===== src/rtl/uart_8n1_pkg.sv =====
// Shared definitions for the 8N1 UART transmitter: framing constants and FSM state type.
package uart_8n1_pkg;

  localparam int UART_DATA_BITS          = 8;
  localparam int UART_OVERSAMPLE_DEFAULT = 16;

  typedef enum logic [1:0] {
    IDLE  = 2'd0,
    START = 2'd1,
    DATA  = 2'd2,
    STOP  = 2'd3
  } uart_tx_state_t;

endpackage


===== src/rtl/uart_tx_bit_timer.sv =====
// Phase counter for one UART bit: pulses bit_end_o on the last of every OVERSAMPLE cycles.
// Optional checks compiled in with UART_8N1_TX_ASSERT_EN.
module uart_tx_bit_timer #(
  parameter int OVERSAMPLE = 16
) (
  input  logic clk_i,
  input  logic rst_i,
  input  logic clear_i,
  input  logic run_i,
  output logic bit_end_o
);

  localparam int CNT_W = (OVERSAMPLE > 2) ? $clog2(OVERSAMPLE) : 1;
  localparam logic [CNT_W-1:0] LAST = CNT_W'(OVERSAMPLE - 1);

  logic [CNT_W-1:0] phase_q;
  logic [CNT_W-1:0] phase_d;

  assign bit_end_o = run_i && (phase_q == LAST);

  // Next phase: held at zero while idle or on accept, otherwise wraps at LAST.
  always_comb begin
    phase_d = phase_q;
    if (clear_i || !run_i) begin
      phase_d = '0;
    end else if (phase_q == LAST) begin
      phase_d = '0;
    end else begin
      phase_d = phase_q + 1'b1;
    end
  end

  // Phase register.
  always_ff @(posedge clk_i or posedge rst_i) begin
    if (rst_i) begin
      phase_q <= '0;
    end else begin
      phase_q <= phase_d;
    end
  end

`ifdef UART_8N1_TX_ASSERT_EN
  // Phase must never leave the 0..OVERSAMPLE-1 range.
  always @(posedge clk_i) begin
    if (!rst_i) begin
      assert (32'(phase_q) < 32'(OVERSAMPLE))
        else $error("uart_tx_bit_timer: phase %0d out of range", phase_q);
    end
  end
`else
`endif

endmodule


===== src/rtl/uart_8n1_transmitter.sv =====
// 8N1 UART transmitter: start bit, eight data bits LSB first, stop bit, OVERSAMPLE clocks per bit.
// Define UART_8N1_TX_ASSERT_EN to compile in simulation-only protocol checks.
module uart_8n1_transmitter
  import uart_8n1_pkg::*;
#(
  parameter int OVERSAMPLE = UART_OVERSAMPLE_DEFAULT
) (
  input  logic       clk_baud_16x,
  input  logic       reset,
  input  logic [7:0] trans_data,
  input  logic       trans_write,
  output logic       trans_busy,
  output logic       tx
);

  localparam int IDX_W = $clog2(UART_DATA_BITS);
  localparam logic [IDX_W-1:0] LAST_IDX = IDX_W'(UART_DATA_BITS - 1);

  uart_tx_state_t            state_q;
  logic [UART_DATA_BITS-1:0] shift_q;
  logic [IDX_W-1:0]          bit_idx_q;
  logic                      tx_q;
  logic                      busy_q;
  logic                      accept_s;
  logic                      bit_end_s;

  assign accept_s   = (state_q == IDLE) && trans_write;
  assign trans_busy = busy_q;
  assign tx         = tx_q;

  uart_tx_bit_timer #(
    .OVERSAMPLE (OVERSAMPLE)
  ) u_bit_timer (
    .clk_i     (clk_baud_16x),
    .rst_i     (reset),
    .clear_i   (accept_s),
    .run_i     (state_q != IDLE),
    .bit_end_o (bit_end_s)
  );

  // Frame sequencer; tx and busy are registered alongside the state.
  always_ff @(posedge clk_baud_16x or posedge reset) begin
    if (reset) begin
      state_q   <= IDLE;
      shift_q   <= '0;
      bit_idx_q <= '0;
      tx_q      <= 1'b1;
      busy_q    <= 1'b0;
    end else begin
      case (state_q)
        IDLE: begin
          if (trans_write) begin
            state_q   <= START;
            shift_q   <= trans_data;
            bit_idx_q <= '0;
            tx_q      <= 1'b0;
            busy_q    <= 1'b1;
          end else begin
            tx_q      <= 1'b1;
            busy_q    <= 1'b0;
          end
        end
        START: begin
          if (bit_end_s) begin
            state_q <= DATA;
            tx_q    <= shift_q[0];
          end
        end
        DATA: begin
          if (bit_end_s) begin
            shift_q <= shift_q >> 1;
            if (bit_idx_q == LAST_IDX) begin
              state_q <= STOP;
              tx_q    <= 1'b1;
            end else begin
              bit_idx_q <= bit_idx_q + 1'b1;
              tx_q      <= shift_q[1];
            end
          end
        end
        STOP: begin
          if (bit_end_s) begin
            state_q <= IDLE;
            busy_q  <= 1'b0;
            tx_q    <= 1'b1;
          end
        end
        default: begin
          state_q <= IDLE;
          tx_q    <= 1'b1;
          busy_q  <= 1'b0;
        end
      endcase
    end
  end

`ifdef UART_8N1_TX_ASSERT_EN
  int unsigned busy_cycles_q;

  // Length of the current busy run, restarted whenever busy is low.
  always_ff @(posedge clk_baud_16x or posedge reset) begin
    if (reset) begin
      busy_cycles_q <= 32'd0;
    end else if (busy_q) begin
      busy_cycles_q <= busy_cycles_q + 32'd1;
    end else begin
      busy_cycles_q <= 32'd0;
    end
  end

  // Line idles high when not busy; every completed frame is exactly ten bit times.
  always @(posedge clk_baud_16x) begin
    if (!reset) begin
      assert (busy_q || tx_q)
        else $error("uart_8n1_transmitter: tx low while not busy");
      if (!busy_q && (busy_cycles_q != 32'd0)) begin
        assert (busy_cycles_q == 32'(10 * OVERSAMPLE))
          else $error("uart_8n1_transmitter: busy lasted %0d cycles", busy_cycles_q);
      end
    end
  end
`else
`endif

endmodule


===== config.mk =====
export PLATFORM = sky130hd
export DESIGN_NAME = uart_8n1_transmitter
export DESIGN_NICKNAME = d
export VERILOG_FILES = /design/src/rtl/uart_8n1_pkg.sv /design/src/rtl/uart_tx_bit_timer.sv /design/src/rtl/uart_8n1_transmitter.sv
export SDC_FILE = /design/constraint.sdc
export NUM_CORES = 1
export LEC_CHECK = 0
export BUFFER_PORTS_ARGS = -buffer_cell sky130_fd_sc_hd__buf_2
export CAP_MARGIN = 20
export CORE_MARGIN = 1.5
export CORE_UTILIZATION = 55
export DETAILED_ROUTE_END_ITERATION = 6
export GPL_ROUTABILITY_DRIVEN = 0
export PLACE_DENSITY = 0.76
export SYNTH_ARGS = -nofsm -noshare
export SYNTH_HDL_FRONTEND = slang
export SYNTH_SLANG_ARGS = --single-unit
export TNS_END_PERCENT = 100

===== constraint.sdc =====
create_clock -name clk_baud_16x -period 2.5 [get_ports clk_baud_16x]
set_clock_uncertainty 0.05 [all_clocks]
set_input_delay 0 -clock clk_baud_16x [delete_from_list [all_inputs] [get_ports clk_baud_16x]]
set_output_delay 0 -clock clk_baud_16x [all_outputs]
set_load 0.1 [all_outputs]

# Yosys cells after proc, flatten, opt, wreduce, memory -nomap -nowiden
# Cells that the tools add are included.
totals:
  register_bits: 19
  input_bits: 11
  out_inout_bits: 2
  elab_cells: 56
op_classes:
  addsub: 2
  n_eq_ne: 11
  muxes: 24
  n_reduce_logical: 13
ops:
  columns: ["cell", "count"]
  rows:
  - ["$mux 8", 2]
  - ["$pmux 8 s2", 1]
  - ["$ne 2x2->1 const B", 6]
  - ["$mux 2", 5]
  - ["$mux 3", 3]
  - ["$mux 4", 2]
  - ["$pmux 2 s4", 1]
  - ["$mux 1", 7]
  - ["$pmux 3 s2", 1]
  - ["$reduce_and 3->1", 2]
  - ["$reduce_bool 2->1", 3]
  - ["$reduce_and 5->1", 1]
  - ["$add 4x1->4 const B", 1]
  - ["$eq 2x2->1 const B", 2]
  - ["$eq 4x4->1 const B", 1]
  - ["$pmux 1 s4", 1]
  - ["$reduce_and 4->1", 1]
  - ["$add 3x1->3 const B", 1]
  - ["$eq 3x3->1 const B", 1]
  - ["$eq 2x1->1 const B", 1]
  - ["$logic_and 1x1->1", 2]
  - ["$logic_not 2->1", 1]
  - ["$pmux 1 s2", 1]
  - ["$reduce_and 2->1", 1]
  - ["2 further kinds", 2]

# Longest topological paths before layout
# Gate-level depths: netlist of run 1.
depth:
  word_depth: 4
  ltp_mapped: 6
  depth_no_buf: 5

# Cells and area by module
# From an unflattened synthesis of run 1, not the netlist that was laid out.
hier_totals:
  cells_unflattened: 93
  hier_area_um2: 1114.8
modules_own_cells:
  columns: ["module", "n_inst", "cells_per_inst", "area_per_inst_um2", "seq_area_each_um2"]
  rows:
  - ["uart_8n1_transmitter", 1, 77, 930.9, 376.6]
  - ["uart_tx_bit_timer", 1, 16, 183.9, 100.1]

# Worst setup path after synthesis of run 1
# No wires, ideal clock.
synth_path:
  path_type: "register -> register"
  start: "reg state_q[0]"
  end: "reg state_q[1]"
  setup_time_ns: 0.127
  t_arrival_ns: 1.805
  required_time_ns: 2.323
  slack_ns: 0.517
  path_stages_with_launch: 6
  path_buffers: 0
  synth_period_minus_slack_ns: 1.983
  cell_sequence: "dfrtp_1 inv_1 ha_1 or3_1 a222oi_1 mux2_1"
synth_via:
  elab_chain_cells: 4
  word_cells_on_any_way: 13
  cone_classes: "8 x eq/ne; 1 x mux; 4 x reduce/logical"
synth_rtl:
  columns: ["item", "line", "source"]
  rows:
  - ["from (decl)", "uart_8n1_transmitter.sv:19", "uart_tx_state_t state_q;"]
  - ["from (signal assigned)", "uart_8n1_transmitter.sv:44", "state_q <= IDLE;"]
  - ["from (signal assigned)", "uart_8n1_transmitter.sv:53", "state_q <= START;"]
  - ["from (signal assigned)", "uart_8n1_transmitter.sv:65", "state_q <= DATA;"]
  - ["$reduce_bool 2->1", "uart_8n1_transmitter.sv:37", ".run_i (state_q != IDLE),"]
  - ["$logic_and 1x1->1", "uart_tx_bit_timer.sv:19", "assign bit_end_o = run_i && (phase_q == LAST);"]
  - ["$ne 2x2->1 (no source line)", null, null]
  - ["$reduce_and 5->1 (no source line)", null, null]
# Several ways; a longest one is shown, not always the timed one.
# A chain may end at the register's enable or synchronous reset.

# Final worst setup path of run 1
# Same ends and word-level chain as after synthesis.

==> run_results.csv, run 1 <==
group,metric,value,unit
clocking,cts_sinks,19,
sta,finalHoldViolations,0,
synth,avgSynthCellArea,11.74,µm²
synth,yosys_warnings,0,
power,p_seq_share,38.5,%
critical_path,critPathTopFamily,"simple AND/OR/NAND/NOR gates",
critical_path,path_class,"flop to flop",
critical_path,crit_fanout,7,
synth,synth-seq-cells,19,
power,finalPower,1.471,mW
synth,synthArstFlopShare,100.0,%
power,ir_worst_vdd,609.9,µV
outcome,status,"completed",
synth,synth_edf_count,0,
grt,track_usage,20.37,%
sta,rsz0062_at_grt,"no",
critical_path,crit_path_end_kind,"flop",
grt,grt_max_degree,20,
grt,grt_overflow,0,
clocking,max-clock-path-buffers,2,
cells_and_area,multiInputGateArea,530.5,µm²
routing,wire_per_inst,14.32,µm
sta,fin_crit,2156,ps
power,leakagePower,0.5490,nW
worst_hold_path,min_from,"trans_data[5]",
critical_path,crit_path_start_kind,"flop",
die,start_util,59.22,%
routing,drt_first_pass_iters,4,
routing,viasPerCell,5.571,
cells_and_area,utilization,68.16,%
routing,finalWirelength,1.904,mm
power,pwr-share-comb,51.1,%
placed_design,post-dp-hpwl,1.411,mm
cells_and_area,seq_area,476.7,µm²
routing,dr_total_vias,741,
die,dieArea,2170,µm²
routing,ant_nets,0,
synth,syn_nets,108,
die,num_rows,15,
clocking,post-cts-setup-buffers,0,
clocking,path_clk_slew,100,ps
critical_path,setup.worst_path.start,"state_q[0]",
sta,slew_headroom,53.66,%
cells_and_area,nets,128,
synth,yosys-top-cells-area,"dfrtp_1, mux2_2, ha_1",
synth,synth_ff_type,"dfrtp_1",
synth,synth_top_cell_by_area,"dfrtp_1",
critical_path,r2r-start,"state_q[0]",
cells_and_area,layout-drive-gt1-share,29.63,%
critical_path,cp_slowest_cell,"or3_1",
sta,worst_slew_pin_slew,694.4,ps
clocking,cts_tree,"done",
critical_path,critPathArrivalTime,2290,ps
clocking,clock_insertion_delay_worst_skew,300,ps
sta,fmax,463.8,MHz
flow_run,max-cap-violations,0,
routing,drc,0,
routing,first_iter_violations,15,
worst_hold_path,hold_path_class,"input port to flop",
die,fp.dieH,46.59,µm
power,p_sw,0.6065,mW
grt,grt_pass1_vias,729,
placed_design,port_buffers,12,
critical_path,path_cells,"inv_1 > ha_1 > or3_1 > a222oi_1 > mux2_1",
synth,synth.yosys.seq_area_share,45.63,%
sta,finalSetupViolations,0,
cells_and_area,fillers,153,
clocking,root_buffer,"clkbuf_4",
die,die_w,46.59,µm
synth,synth_top_area_share,43.11,%
sta,drv_slew,0,
clocking,cts_hold_buf,4,
die,core,1764,µm²
grt,grt_pass1_wl,3.105,mm
power,p_int,0.8650,mW
cells_and_area,diodes,0,
die,io_pins,13,
sta,finalSetupTns,0,ps
power,power.density,1224,nW/µm²
synth,synthDistinctLibCells,30,
grt,grt_antenna_before_repair,0,
critical_path,crit_required,2640,ps
power,switching_share,41.22,%
clocking,numCtsBuffers,3,
clocking,cts_repair_resize_count,0,
power,p_clk_share,10.4,%
synth,netlist_instances,89,
synth,syn_area,1045,µm²
critical_path,critical-path-max-stage-delay,420,ps
cells_and_area,areaGrowthSynthToFinish,15.09,%
critical_path,path_buf_inv,1,
clocking,htreeDepth,1,
sta,timing.final.crit_share,86.24,%
flip-flops by register name, summed over array words and instances (netlist names):
signal	count
shift_q	8
bit_idx_q	3
trans_busy	1
tx	1
u_bit_timer.phase_q	4
state_q	2
synth_stat cells (2+ instances only):
cell type and number:
o211ai_1 3, inv_1 8, clkbuf_1 2, mux2_2 13, o22ai_1 2, nand2b_1 2, a21oi_1 3, nand4b_1 2
nand2_1 5, mux2_1 2, dfrtp_1 18, o21ai_0 3, ha_1 8, nor2_1 2
cells by family after synthesis:
group	Yosys count	synth area share [%]
flops	19	45.63
compound gates	18	11.98
simple gates	17	10.06
mux	16	18.32
buf+inv	10	3.593
fa+ha+maj	8	9.581
xor+xnor	1	0.8385
tightest hold or removal path, cell delays in order:
cell and delay, ps:
buf_2 70, mux2_2 130, mux2_2 130
path summary, 6_finish.rpt:
| kind | endpoint | slack (ps) | cells after the start |
|---|---|---|---|
| max | state_q[1] | 340 | 5 |
| min | shift_q[5] | 10 | 3 |
| max reg2reg | state_q[1] | 340 | 5 |
| min reg2reg | u_bit_timer.phase_q[0] | 460 | 1 |
| max in group asynchronous | bit_idx_q[0] | 1670 | 3 |
| min in group asynchronous | shift_q[6] | 290 | 3 |
cells in the final DEF (no fill, tap or decap), types with 3 or more instances in the layout:
master         instances
dfrtp_1               18
mux2_2                13
buf_2                 12
inv_1                  8
ha_1                   8
nand2_1                5
dlygate4sd3_1          4
o21ai_0                3
a21oi_1                3
o211ai_1               3
clkbuf_4               3
power groups by stage:
stage / registers (mW) / clock network (mW) / logic [mW]
4_1_cts: 0.565 / 0.156 / 0.757
2_1_floorplan: 0.649 / 0 / 0.512
3_5_place_dp: 0.572 / 0 / 0.748
5_1_grt: 0.585 / 0.173 / 0.829
3_3_place_gp: 0.566 / 0 / 0.716
6_report: 0.566 / 0.153 / 0.752
metal layers:
layer | share of wire [%] | up-vias | wire (µm) | track usage (%)
met1 | 45 | 359 | 848 | 25.49
met5 | 0 | - | 0 | 0
met2 | 50 | 16 | 956 | 34.72
li1 | - | 362 | - | -
met3 | 3.6 | 4 | 69 | 2.745
met4 | 1.5 | 0 | 28 | 8.571
per-stage QoR:
| step | instance area [µm²] | setup slack (ps) | hold WS (ps) | cells |
|---|---|---|---|---|
| 4_1_cts | 1202 | 327.4 | 10.25 | 133 |
| 3_3_place_gp | 1136 | 434.3 | 95.96 | 125 |
| 5_1_grt | 1202 | 184.6 | 11.68 | 133 |
| 2_1_floorplan | 1045 | 517.2 | -99.61 | 89 |
| 3_5_place_dp | 1136 | 347.1 | 89.45 | 125 |
| 6_report | 1202 | 343.9 | 14.42 | 133 |
area by class of cell:
| class | instances | area share (%) |
|---|---|---|
| flip-flops and latches | 19 | 39.65 |
| clock buffers | 4 | 2.185 |
| multi-input cells | 60 | 44.12 |
| inverters | 8 | 2.497 |
| repair buffers | 17 | 8.949 |
| well taps | 25 | 2.601 |
Power figures use the tool's default switching activity.
==> run 2: changes to the inputs <==
- SETUP_SLACK_MARGIN: unset -> 0.4
==> run 2 against run 1 <==
Sequential power is 3% higher. Cell area increased by 6.2%. Flip-flop and latch count did not move. First-iteration DRC count increased by 27%. Worst hold slack worse by 5.1 ps. Combinational power increased by 12%. Sequential share of layout area fell by 2.2 points. Setup slack improved by 160 ps. Non-clock buffer count up 6. Largest power group unchanged.
==> run_results.csv, run 2 (same netlist as run 1, synthesis figures left out) <==
group,metric,value,unit
routing,drc,0,
power,power.density,1232,nW/µm²
routing,viasPerCell,5.655,
sta,finalSetupTns,0,ps
cells_and_area,fillers,142,
die,start_util,59.22,%
critical_path,reg2regPathDepth,4,
die,fp.dieH,46.59,µm
critical_path,critical-path-max-stage-delay,440,ps
critical_path,path_buf_inv,0,
grt,track_usage,20.37,%
critical_path,crit_cells,4,
sta,rsz0062_at_grt,"no",
sta,fin_crit,1993,ps
routing,finalWirelength,2.047,mm
routing,drt_first_pass_iters,5,
cells_and_area,nets,134,
routing,first_iter_violations,19,
clocking,cts_tree,"done",
placed_design,dp.cells,125,
cells_and_area,diodes,0,
placed_design,port_buffers,12,
sta,slew_headroom,53.65,%
die,dieArea,2170,µm²
clocking,path_clk_slew,110,ps
critical_path,cp_slowest_cell,"dfrtp_1",
worst_hold_path,min_path_cells,3,
die,num_rows,15,
critical_path,crit_path_end_kind,"flop",
sta,finalHoldViolations,0,
critical_path,path_class,"flop to flop",
critical_path,crit_path_start_kind,"flop",
worst_hold_path,hold_path_class,"input port to flop",
critical_path,path_cells,"ha_1 > or3_4 > a222oi_1 > mux2_1",
clocking,htreeDepth,1,
critical_path,crit_fanout,4,
clocking,cts_sinks,19,
cells_and_area,layout-drive-gt1-share,38.60,%
cells_and_area,layout_commonest_cell,"dfrtp_1",
clocking,root_buffer,"clkbuf_4",
clocking,max-clock-path-buffers,2,
sta,drv_slew,0,
cells_and_area,regMostFlops,"shift_q",
die,die_w,46.59,µm
grt,grt_max_degree,20,
power,leakagePower,0.5860,nW
cells_and_area,areaGrowthSynthToFinish,22.28,%
cells_and_area,largest_reg_flops,8,
grt,grt_pass1_vias,721,
critical_path,critPathArrivalTime,2130,ps
outcome,status,"completed",
sta,fmax,501.7,MHz
critical_path,crit_required,2630,ps
cells_and_area,stdcell_count,139,
routing,ant_nets,0,
flow_run,max-cap-violations,0,
die,core,1764,µm²
routing,dr_total_vias,786,
critical_path,critPathTopFamily,"flip-flops",
grt,grt_antenna_before_repair,0,
die,io_pins,13,
sta,finalSetupViolations,0,
sta,timing.final.crit_share,79.73,%
clocking,clock_insertion_delay_worst_skew,300,ps
cells_and_area,layout_common_cells,"dfrtp_1, mux2_2, buf_2",
placed_design,post-dp-hpwl,1.411,mm
clocking,numCtsBuffers,3,
sta,worst_slew_pin_slew,694.5,ps
power,ir_worst_vdd,646.3,µV
routing,wire_per_inst,14.73,µm
grt,grt_pass1_wl,3.098,mm
grt,grt_overflow,0,
cells_and_area,top_regs,"shift_q x8, u_bit_timer.phase_q x4, bit_idx_q x3",
-- run 2: changes by cell type in the layout (fill, tap and decap cells not counted), sizes merged --
cell | before | now
buf | 13 | 19
-- run 2: worst min-delay path, delay by kind of cell --
| family | cells | cell delay (ps) |
|---|---|---|
| buf+inv | 1 | 70 |
| mux | 2 | 260 |
-- run 2: metal layers --
layer	routed length (µm)	vias to the layer above	track usage (%)
met5	0	-	0
met4	45	0	8.571
met3	96	6	2.745
met2	1009	26	35.28
met1	895	374	25.00
li1	-	380	-
-- run 2: area by class of cell --
class                      instances  area, µm²  share of cell area (%)
timing repair buffer              23      152.6                   11.95
clock buffer                       4      26.28                   2.057
inverter                           8      30.03                   2.351
sequential                        19      478.0                   37.41
multi-input combinational         60      559.3                   43.78
tap                               25      31.28                   2.449
-- run 2: metrics by stage --
step | hold slack (ps) | setup slack, ps | power (mW) | util, % | cell area [µm²]
6_report | 9.305 | 506.6 | 1.574 | 72.41 | 1277
5_1_grt | 11.48 | 400.1 | 1.686 | 72.41 | 1277
4_1_cts | 10.17 | 430.5 | 1.492 | 68.79 | 1214
3_5_place_dp | 89.45 | 347.1 | 1.320 | 64.40 | 1136
3_3_place_gp | 95.96 | 434.3 | 1.282 | 64.40 | 1136
2_1_floorplan | -99.61 | 517.2 | 1.161 | - | 1045
-- run 2: path summary, 6_finish.rpt --
check                               from          to  slack [ps]
setup / recovery              state_q[0]  state_q[1]         510
hold / removal             trans_data[5]  shift_q[5]           9
setup reg to reg              state_q[0]  state_q[1]         510
hold reg to reg               shift_q[6]  shift_q[6]         460
max in group asynchronous          reset  state_q[1]        1620
min in group asynchronous          reset  shift_q[6]         290
-- run 2: timing repair --
item / CTS / global route
endpoints found under the setup margin: 6 / 8
hold buffers: 4 / 0
pin swaps: 1 / 2
gates resized for setup: 2 / 6
hold endpoints to repair: 20 / 0
buffers inserted: 0 / 6
-- run 2: power by group --
| group | total, mW | internal [mW] | leakage, nW | switching [mW] |
|---|---|---|---|---|
| combinational | 0.839 | 0.408 | 0.336 | 0.431 |
| clock | 0.154 | 0.0622 | 0.0150 | 0.0920 |
| sequential | 0.581 | 0.461 | 0.235 | 0.120 |
==> run 3: changes to the inputs <==
- CORE_UTILIZATION: 55 -> 50
- PLACE_DENSITY: 0.76 -> 0.73
- clock period: 2.5 -> 1.75 ns (I/O delays scaled with it)
==> run 3 against run 2 <==
The run now ends with setup timing left. Sequential power is 48% higher. Final cell count up 10%. Flip-flop and latch count is the same. Combinational power up 88%. Via count increased by 4.2%. Setup slack got worse by 750 ps. Critical path type unchanged.
==> run_results.csv, run 3 (same netlist as run 1, synthesis figures left out) <==
group,metric,value,unit
cells_and_area,top_regs,"shift_q x8, u_bit_timer.phase_q x4, bit_idx_q x3",
sta,worst_hold_slack,15.27,ps
cells_and_area,diodes,0,
sta,finalHoldViolations,0,
clocking,path_clk_slew,110,ps
cells_and_area,layout-drive-gt1-share,57.14,%
clocking,numCtsBuffers,3,
flow_run,max-cap-violations,0,
sta,finalSetupViolations,9,
power,switching_share,40.02,%
cells_and_area,layout_common_cells,"dfrtp_1, buf_4, buf_2",
cells_and_area,largest_reg_flops,8,
sta,worst_slack,-240.1,ps
critical_path,crit_fanout,4,
grt,grt_pass1_wl,3.939,mm
cells_and_area,nets,146,
grt,grt_overflow,0,
outcome,failed_checks,"setup timing",
cells_and_area,stdcell_count,153,
worst_hold_path,hold_path_class,"input port to flop",
cells_and_area,finalInstanceArea,1504,µm²
power,power.density,1776,nW/µm²
placed_design,port_buffers,12,
routing,dr_total_vias,819,
worst_hold_path,min_from,"trans_data[5]",
cells_and_area,regMostFlops,"shift_q",
sta,fin_crit,1990,ps
cells_and_area,fillers,137,
critical_path,crit_path_end_kind,"flop",
grt,grt_antenna_before_repair,0,
clocking,clock_insertion_delay_worst_skew,290,ps
placed_design,post-dp-hpwl,1.584,mm
routing,drc,0,
clocking,cts_sinks,19,
critical_path,critPathArrivalTime,2120,ps
cells_and_area,areaGrowthSynthToFinish,43.95,%
clocking,max-clock-path-buffers,2,
routing,first_iter_violations,10,
die,fp.dieH,48.71,µm
worst_hold_path,holdPathEnd,"shift_q[5]",
power,p_seq_share,32.2,%
die,dieArea,2373,µm²
grt,grt_max_degree,20,
cells_and_area,layout_commonest_cell,"dfrtp_1",
routing,wire_per_inst,15.84,µm
power,ir_worst_vdd,1027,µV
critical_path,path_class,"flop to flop",
die,io_pins,13,
placed_design,dp.cells,140,
sta,slew_headroom,51.73,%
sta,rsz0062_at_grt,"yes",
clocking,cts_tree,"done",
power,p_clk_share,8.5,%
power,pwr-share-comb,59.3,%
die,start_util,53.25,%
outcome,status,"finished, violations left",
critical_path,reg2regPathDepth,5,
power,p_sw,1.069,mW
routing,ant_nets,0,
critical_path,crit_required,1880,ps
routing,finalWirelength,2.423,mm
die,die_w,48.71,µm
grt,grt_pass1_vias,882,
critical_path,crit_path_start_kind,"flop",
placed_design,dp_slack,-278.9,ps
critical_path,r2r-start,"state_q[0]",
grt,track_usage,21.21,%
sta,drv_slew,0,
clocking,root_buffer,"clkbuf_4",
power,p_int,1.602,mW
sta,fmax,502.5,MHz
routing,viasPerCell,5.353,
sta,worst_slew_pin_slew,723.3,ps
placed_design,placed_area,1282,µm²
worst_hold_path,min_path_cells,3,
routing,drt_first_pass_iters,4,
clocking,htreeDepth,1,
die,num_rows,16,
critical_path,r2r_slack,-240,ps
power,finalPower,2.671,mW
power,leakagePower,0.6925,nW
critical_path,r2r-end,"state_q[1]",
die,core,1962,µm²
sta,timing.final.crit_share,113.7,%
[run 3: area by class of cell]
class	count	area, µm²	area share [%]
repair buffers	35	271.5	18.05
multi-input cells	60	659.4	43.84
well taps	27	33.78	2.246
flip-flops and latches	19	480.5	31.95
inverters	8	32.53	2.163
clock buffers	4	26.28	1.747
[run 3: critical path: stages (launching register included)]
cell      delay (ps)
dfrtp_2          460
inv_4             60
ha_4             160
or3_4            390
a222oi_1         400
mux2_1           370
[run 3: routing by layer]
| metal | up-vias | global-route usage (%) | part of all wire, % |
|---|---|---|---|
| met3 | 2 | 4.012 | 2.5 |
| met5 | - | 0 | 0 |
| met1 | 404 | 29.09 | 47 |
| met2 | 14 | 35.84 | 50 |
| li1 | 399 | - | - |
| met4 | 0 | 2.857 | 0.17 |
[run 3: worst max path at each step]
stage | from | to | slack [ps] | cells past startpoint
after floorplan | state_q[0] | state_q[1] | -120 | 5
after global placement | state_q[1] | state_q[1] | -160 | 5
after detailed placement | state_q[1] | state_q[1] | -280 | 5
after CTS | state_q[1] | state_q[1] | -250 | 5
after global routing | state_q[0] | state_q[1] | -310 | 5
final | state_q[0] | state_q[1] | -240 | 5
[run 3: power by group through the flow]
stage | Clock [mW] | Combinational [mW] | Sequential [mW]
floorplan | 0 | 0.812 | 0.942
finish | 0.227 | 1.58 | 0.861
detailed placement | 0 | 1.28 | 0.839
global placement | 0 | 1.22 | 0.817
CTS | 0.228 | 1.39 | 0.841
global route | 0.252 | 1.70 | 0.895
[run 3: repair_timing]
action | 4_1_cts | 5_1_grt
setup endpoints to repair | 15 | 17
hold buffers | 3 | 0
hold endpoints to repair | 19 | 0
buffers inserted | 3 | 3
pin swaps | 4 | 9
gates resized for setup | 13 | 18
[run 3: metrics by stage]
| stage | utilization, % | setup TNS, ps |
|---|---|---|
| floorplan | - | -120.4 |
| finish | 76.66 | -1603 |
| CTS | 71.94 | -1075 |
| detailed placement | 65.37 | -584.2 |
| global placement | 65.37 | -199.6 |
| global route | 76.66 | -2262 |
